<file path="config.mk">
export PLATFORM = sky130hd
export DESIGN_NAME = mem_wb_stage
export DESIGN_NICKNAME = d
export VERILOG_FILES = /design/src/rtl/mem_wb_stage_pkg.sv /design/src/rtl/mem_wb_stage_load_extend.sv /design/src/rtl/mem_wb_stage.sv
export SDC_FILE = /design/constraint.sdc
export NUM_CORES = 1
export LEC_CHECK = 0
export CAP_MARGIN = 20
export CORE_MARGIN = 10
export CORE_UTILIZATION = 45
export CTS_CLUSTER_SIZE = 24
export DETAILED_ROUTE_END_ITERATION = 10
export GPL_TIMING_DRIVEN = 0
export HOLD_SLACK_MARGIN = 0.1
export PLACE_DENSITY = 0.82
export SYNTH_ARGS = -nofsm -noshare
export SYNTH_HDL_FRONTEND = slang
export SYNTH_SLANG_ARGS = --single-unit
</file>
<file path="constraint.sdc">
create_clock -name i_clk -period 6.27 [get_ports i_clk]
set_clock_uncertainty 0.2 [all_clocks]
set_input_delay 1.254 -clock i_clk [delete_from_list [all_inputs] [get_ports i_clk]]
set_output_delay 1.254 -clock i_clk [all_outputs]
set_load 0.02 [all_outputs]
</file>
<file path="src/rtl/mem_wb_stage_pkg.sv">
// rtl/mem_wb_stage_pkg.sv - shared pipeline encodings for the memory/write-back stage
package mem_wb_stage_pkg;

    localparam logic [1:0] SIZE_BYTE = 2'b00;
    localparam logic [1:0] SIZE_HALF = 2'b01;
    localparam logic [1:0] SIZE_WORD = 2'b10;

    typedef enum logic {
        ST_RUN    = 1'b0,
        ST_HALTED = 1'b1
    } wb_state_e;

endpackage

</file>
<file path="src/rtl/mem_wb_stage_load_extend.sv">
// rtl/mem_wb_stage_load_extend.sv - combinational byte/half/word load extension
module load_extend
    import mem_wb_stage_pkg::*;
#(
    parameter int BITS_SIZE      = 32,
    parameter int BITS_EXTENSION = 2
) (
    input  logic [BITS_SIZE-1:0]      i_data,
    input  logic [BITS_EXTENSION-1:0] i_size,
    input  logic                      i_unsigned,
    output logic [BITS_SIZE-1:0]      o_data
);

    logic signed [7:0]  byte_s;
    logic signed [15:0] half_s;

    assign byte_s = i_data[7:0];
    assign half_s = i_data[15:0];

    // Size casts of signed operands sign-extend; unsigned operands zero-extend.
    always_comb begin
        o_data = i_data;
        if (i_size == BITS_EXTENSION'(SIZE_BYTE)) begin
            o_data = i_unsigned ? BITS_SIZE'(i_data[7:0]) : BITS_SIZE'(byte_s);
        end else if (i_size == BITS_EXTENSION'(SIZE_HALF)) begin
            o_data = i_unsigned ? BITS_SIZE'(i_data[15:0]) : BITS_SIZE'(half_s);
        end
    end

endmodule

</file>
<file path="src/rtl/mem_wb_stage.sv">
// rtl/mem_wb_stage.sv - MEM/WB pipeline register with halt FSM and retire counter
module mem_wb_stage
    import mem_wb_stage_pkg::*;
#(
    parameter int BITS_SIZE      = 32,
    parameter int BITS_REGS      = 5,
    parameter int BITS_EXTENSION = 2
) (
    input  logic                      i_clk,
    input  logic                      i_reset,
    input  logic                      i_step,
    input  logic                      i_exmem_valid,
    input  logic [BITS_SIZE-1:0]      i_mem_dato,
    input  logic [BITS_SIZE-1:0]      i_exmem_alu,
    input  logic [BITS_SIZE-1:0]      i_exmem_pc8,
    input  logic [BITS_REGS-1:0]      i_exmem_rd,
    input  logic                      i_exmem_reg_write,
    input  logic                      i_exmem_mem_to_reg,
    input  logic                      i_exmem_link,
    input  logic                      i_exmem_unsigned,
    input  logic                      i_exmem_halt,
    input  logic [BITS_EXTENSION-1:0] i_exmem_size_filter,
    output logic [BITS_SIZE-1:0]      o_memwb_result,
    output logic [BITS_REGS-1:0]      o_memwb_rd,
    output logic                      o_memwb_reg_write,
    output logic                      o_memwb_halt,
    output logic [BITS_SIZE-1:0]      o_retired_count
);

    logic [BITS_SIZE-1:0] load_ext;

    logic [BITS_SIZE-1:0] load_q, load_d;
    logic [BITS_SIZE-1:0] alu_q, alu_d;
    logic [BITS_SIZE-1:0] pc8_q, pc8_d;
    logic [BITS_SIZE-1:0] count_q, count_d;
    logic [BITS_REGS-1:0] rd_q, rd_d;
    logic                 reg_write_q, reg_write_d;
    logic                 mem_to_reg_q, mem_to_reg_d;
    logic                 link_q, link_d;
    logic                 valid_q, valid_d;
    wb_state_e            state_q;

    load_extend #(
        .BITS_SIZE      (BITS_SIZE),
        .BITS_EXTENSION (BITS_EXTENSION)
    ) u_load_extend (
        .i_data     (i_mem_dato),
        .i_size     (i_exmem_size_filter),
        .i_unsigned (i_exmem_unsigned),
        .o_data     (load_ext)
    );

    // Once halted, steps only inject bubbles; datapath registers keep their last contents.
    always_comb begin
        load_d       = load_q;
        alu_d        = alu_q;
        pc8_d        = pc8_q;
        count_d      = count_q;
        rd_d         = rd_q;
        reg_write_d  = reg_write_q;
        mem_to_reg_d = mem_to_reg_q;
        link_d       = link_q;
        valid_d      = valid_q;
        if (i_step) begin
            if (state_q == ST_HALTED) begin
                valid_d = 1'b0;
            end else begin
                load_d       = load_ext;
                alu_d        = i_exmem_alu;
                pc8_d        = i_exmem_pc8;
                rd_d         = i_exmem_rd;
                reg_write_d  = i_exmem_reg_write;
                mem_to_reg_d = i_exmem_mem_to_reg;
                link_d       = i_exmem_link;
                valid_d      = i_exmem_valid;
                if (i_exmem_valid) begin
                    count_d = count_q + 1'b1;
                end
            end
        end
    end

    always_ff @(posedge i_clk) begin
        if (i_reset) begin
            load_q       <= '0;
            alu_q        <= '0;
            pc8_q        <= '0;
            count_q      <= '0;
            rd_q         <= '0;
            reg_write_q  <= 1'b0;
            mem_to_reg_q <= 1'b0;
            link_q       <= 1'b0;
            valid_q      <= 1'b0;
            state_q      <= ST_RUN;
        end else begin
            load_q       <= load_d;
            alu_q        <= alu_d;
            pc8_q        <= pc8_d;
            count_q      <= count_d;
            rd_q         <= rd_d;
            reg_write_q  <= reg_write_d;
            mem_to_reg_q <= mem_to_reg_d;
            link_q       <= link_d;
            valid_q      <= valid_d;
            if (i_step && state_q == ST_RUN && i_exmem_valid && i_exmem_halt) begin
                state_q <= ST_HALTED;
            end
        end
    end

    assign o_memwb_result    = link_q ? pc8_q : (mem_to_reg_q ? load_q : alu_q);
    assign o_memwb_rd        = rd_q;
    // The halting instruction's outputs appear together with HALTED, so its write is masked too.
    assign o_memwb_reg_write = reg_write_q && valid_q && (rd_q != '0) && (state_q != ST_HALTED);
    assign o_memwb_halt      = (state_q == ST_HALTED);
    assign o_retired_count   = count_q;

endmodule

</file>
### After elaboration in Yosys (flattened, before gate mapping)

Cells that the tools add are included.

* bitwise logic cells: 1
* $add $sub $neg: 1
* eq/ne operators: 1
* multiplexer cells: 7
* reduce and logical (&&, ||, !) cells: 10

Operator list (number)
* two-way mux 32 bit: 6
* adder 32 x 1 -> 32 bit (second input constant): 1
* logical AND 1 bit: 6
* nonzero test 5 bit: 1
* AND reduction 3 bit: 1
* equality test 2 x 1 -> 1 bit (second input constant): 1
* logical NOT 2 bit: 1
* AND reduction 2 bit: 1
* two-way mux 1 bit: 1
* inverter 1 bit: 1

* logic and storage cells: 30
* register bits after elaboration: 138

### Longest topological paths before layout

* word-level depth: 4
* mapped depth: 7

### Modules after synthesis

Synthesis repeated with hierarchy kept, for this count alone.

* cell total of the unflattened synthesis: 812
* area total of the unflattened synthesis: 6129.6 µm²

By module, submodules not included
* mem_wb_stage: area an instance 5765.5 µm², cells an instance 745, times used 1
* load_extend: area an instance 364.1 µm², cells an instance 67, times used 1

### Least setup slack after synthesis

OpenSTA, ideal clock, no wires.

* path type: reg2out
* start: reg mem_to_reg_q
* end: out o_memwb_result[12]
* slack: 3193 ps
* arrival time: 1623 ps
* required time: 4816 ps
* cell stages (with the launch flop): 5
* cell sequence: dfxtp_1 clkbuf_1 buf_1 mux2i_1 o21ai_0

* longest elaborated chain between the ends: 2

Ends and longest elaborated chain
* start, declared: line mem_wb_stage.sv:38 `logic mem_to_reg_q, mem_to_reg_d;`
* start signal, assigned: line mem_wb_stage.sv:102 `mem_to_reg_q <= mem_to_reg_d;`
* two-way mux 32 bit (2 in series): line mem_wb_stage.sv:111 `assign o_memwb_result = link_q ? pc8_q : (mem_to_reg_q ? load_q : alu_q);`
* end, declared: line mem_wb_stage.sv:23 `output logic [BITS_SIZE-1:0] o_memwb_result,`

No other way between the ends.

### Final worst setup path

* start: reg mem_to_reg_q
* end: out o_memwb_result[14]

The elaborated chain is that of the path after synthesis.

==> results.md <==
* Final Cycle Share at about two thirds
* Clock Tree Buf Depth at 2
* Cell taking the most area after synthesis: dfxtp_1
* RSZ-0062 raised after global routing: false
* Post-Syn Instances at 765
* Post-layout net count at 1077
* Die area at ~0.018 mm2
* Initial antenna violation count at 1
* Main flop type after synthesis: dfxtp_1
* # rows at 41
* Num Clock Sinks at 138
* Status: finished clean
* Cell-by-cell trace of the critical path: clkbuf_1 -> buf_1 -> mux2i_1 -> o21ai_0 -> clkdlybuf4s50_1
* EDFF count, synth at 0
* Post-synthesis net count at 878
* CP startpoint kind: register
* I/O Pins at approximately 180
* Top cell types by occurrence after synthesis: nand2_1, dfxtp_1, a21oi_1, clkbuf_1, o21ai_0
* Yosys warns at 0
* Resized cells post-CTS at 0
* Vias in the first global route at slightly below 6000
* FF+latch count, synth at between 100 and 150
* Syn Std Cell Area at between 0.005 and 0.006 mm2
* Count leader, synth: nand2_1
* Hold WC Path Type: reg -> reg
* Largest net degree at the start of global routing at 17
* CTS HTree Levels at 4
* DP Cell Count at around 1100
* Root Driver: clkbuf_16
* Dominant cells by area after synthesis: dfxtp_1, nand2_1, a21oi_1
* PD cells at 270 mW/mm2
* CTS tree: yes
* Fin worst setup slack at 2.06 ns
* Slowest Stage Delay on Critical Path at roughly 0.7 ns
* Tot GR Track Use at 21.2%
* DP HPWL at ~15000 um
* Ys async rst share at 0%
* Pins Over Slew Limit at 0
* Routed WL at between 15000 and 20000 um
* Achievable frequency at 0.237 GHz
* First-pass detailed-route iteration total at 5
* Global route overflow at 0
* CP Data Arrival Time at 2.76 ns
* Rel. slew slack at 31.3%
* Area Growth Syn to Fin at 44.6%
* Final cell count without fillers at 1150
* CTS Buf Count at 17
* Critical path type: reg -> out
* Hold buffers post-CTS at 0
* Worst Setup End Kind: output pin
* Routed vias at 6088
* Worst Path Required at 4.82 ns
* Placement Setup Slack at 2.34 ns
* Yosys top cell area share at 46.5%
* Die Height at 135 um
* Setup TNS at 0 ns
* Port-buffer cells at 180
* Worst path slowest cell: clkdlybuf4s50_1
* Setup Buffers After CTS at 0
* VDD IR max at 0.191 mV
* Die Wd at 135 um
* DR WL/cell at 17.2 um
* Crit Path Max Fanout at 10
* Residual DRC count at 0
* Initial DRC count at 359
* Initial core utilization at 46.5%
* First-pass GRT wire length at 30500 um
* Library cells used by synthesis at 38
* Final Critical Period at 4.21 ns
* Final Hold Fails at 0
* Layout cells sized above 1 at 4.40%
* Antenna viol nets, final at 0
* R2r setup slk at 3.83 ns
* Core Region at 0.0128 mm2
* DR vias/cell at between 5 and 6
* Max_cap viols at 0
* RD Place Congestion at 0.872
* Worst Max-Slew Pin Slew at between 1 and 1.5 ns
* Leakage at approximately 0.0030 uW
* Later-pin clock latency in the skew report at between 0.4 and 0.5 ns
* Clock slew at reported path FFs at 0.06 ns
* Endpoints failing setup at 0
* Sequential cell area fraction in the yosys report at 46.5%
* Synthesized area per cell at 7.76 um2
## final cells by class
cell class / instances / area, um2
fill: 1078 / 4190
multi-input combinational: 563 / 2900
sequential: 138 / 2760
timing repair buffer: 180 / 1800
clock buffer: 21 / 460
buffer: 59 / 256
tap: 172 / 215
clock inverter: 11 / 169
inverter: 5 / 18.8
antenna: 1 / 2.50
## per-stage QoR
| stage | hold WS (ns) | cell area [um2] | power (uW) | util, % |
|---|---|---|---|---|
| finish | 0.252 | 8590 | 2320 | 67.2 |
| global route | 0.266 | 8590 | 2400 | 67.2 |
| global placement | 0.241 | 7960 | 1270 | 62.3 |
| floorplan | 0.236 | 5940 | 1110 | - |
| detailed placement | 0.246 | 7960 | 1280 | 62.3 |
| CTS | 0.253 | 8590 | 2330 | 67.2 |
## cells in the final DEF, fill, tap and decap left out, types with 12 or more instances in the layout
| cell type | n |
|---|---|
| nand2_1 | 212 |
| clkdlybuf4s50_1 | 180 |
| dfxtp_1 | 138 |
| a21oi_1 | 117 |
| clkbuf_1 | 51 |
| o21ai_0 | 39 |
| nor2_1 | 38 |
| mux2i_1 | 33 |
| nor3_1 | 22 |
| clkbuf_16 | 17 |
| nand3_1 | 14 |
| or4_1 | 13 |
| o31ai_1 | 12 |
## routing by layer
layer / wire (um) / global-route usage (%) / up-vias / share of wire [%]
met5: 0 / 0 / - / 0
met4: 530 / 9.13 / 0 / 2.7
met3: 1710 / 6.79 / 38 / 8.6
met2: 9520 / 35.3 / 227 / 48
met1: 8020 / 24.5 / 2794 / 41
li1: - / - / 3029 / -
## cells by family (layout without fill, tap and decap cells)
logic type / count (synthesis) / count (layout) / synth area share [%]
compound gates: 180 / 180 / 16.3
xor+xnor: 10 / 10 / 1.47
fa+ha+maj: 1 / 1 / 0.211
buf+inv: 64 / 276 / 4.63
flops: 138 / 138 / 46.5
mux: 34 / 34 / 5.75
other cells: 0 / 1 / 0
simple gates: 338 / 338 / 25.2
## registers in the layout, indices dropped and copies added, names as in the netlist
name and cells:
alu_q 32, link_q 1, load_q 32, mem_to_reg_q 1
o_memwb_halt 1, o_memwb_rd 5, o_retired_count 32, pc8_q 32
reg_write_q 1, valid_q 1
## worst paths after layout
kind,cells past startpoint,startpoint,end
worst max-delay path,5,mem_to_reg_q,o_memwb_result[14]
worst min-delay path,2,alu_q[24],alu_q[24]
worst max register to register,6,o_memwb_halt,load_q[0]
worst min register to register,2,alu_q[24],alu_q[24]
## where the power goes
| part | leakage (uW) | switching (uW) | total, uW | internal, uW |
|---|---|---|---|---|
| Clock | 0.000307 | 379 | 1060 | 686 |
| Combinational | 0.00157 | 163 | 312 | 149 |
| Sequential | 0.00113 | 24.0 | 946 | 922 |
| Total | 0.00301 | 566 | 2320 | 1760 |
## worst max-delay path, delay by kind of cell, from the launching register on
| family | cells | cell delay [ns] |
|---|---|---|
| buffers and inverters | 3 | 1.64 |
| AO/OA/AOI/OAI | 1 | 0.21 |
| multiplexers | 1 | 0.17 |
| flip-flops | 1 | 0.30 |
(Power assumes the default switching activity.)
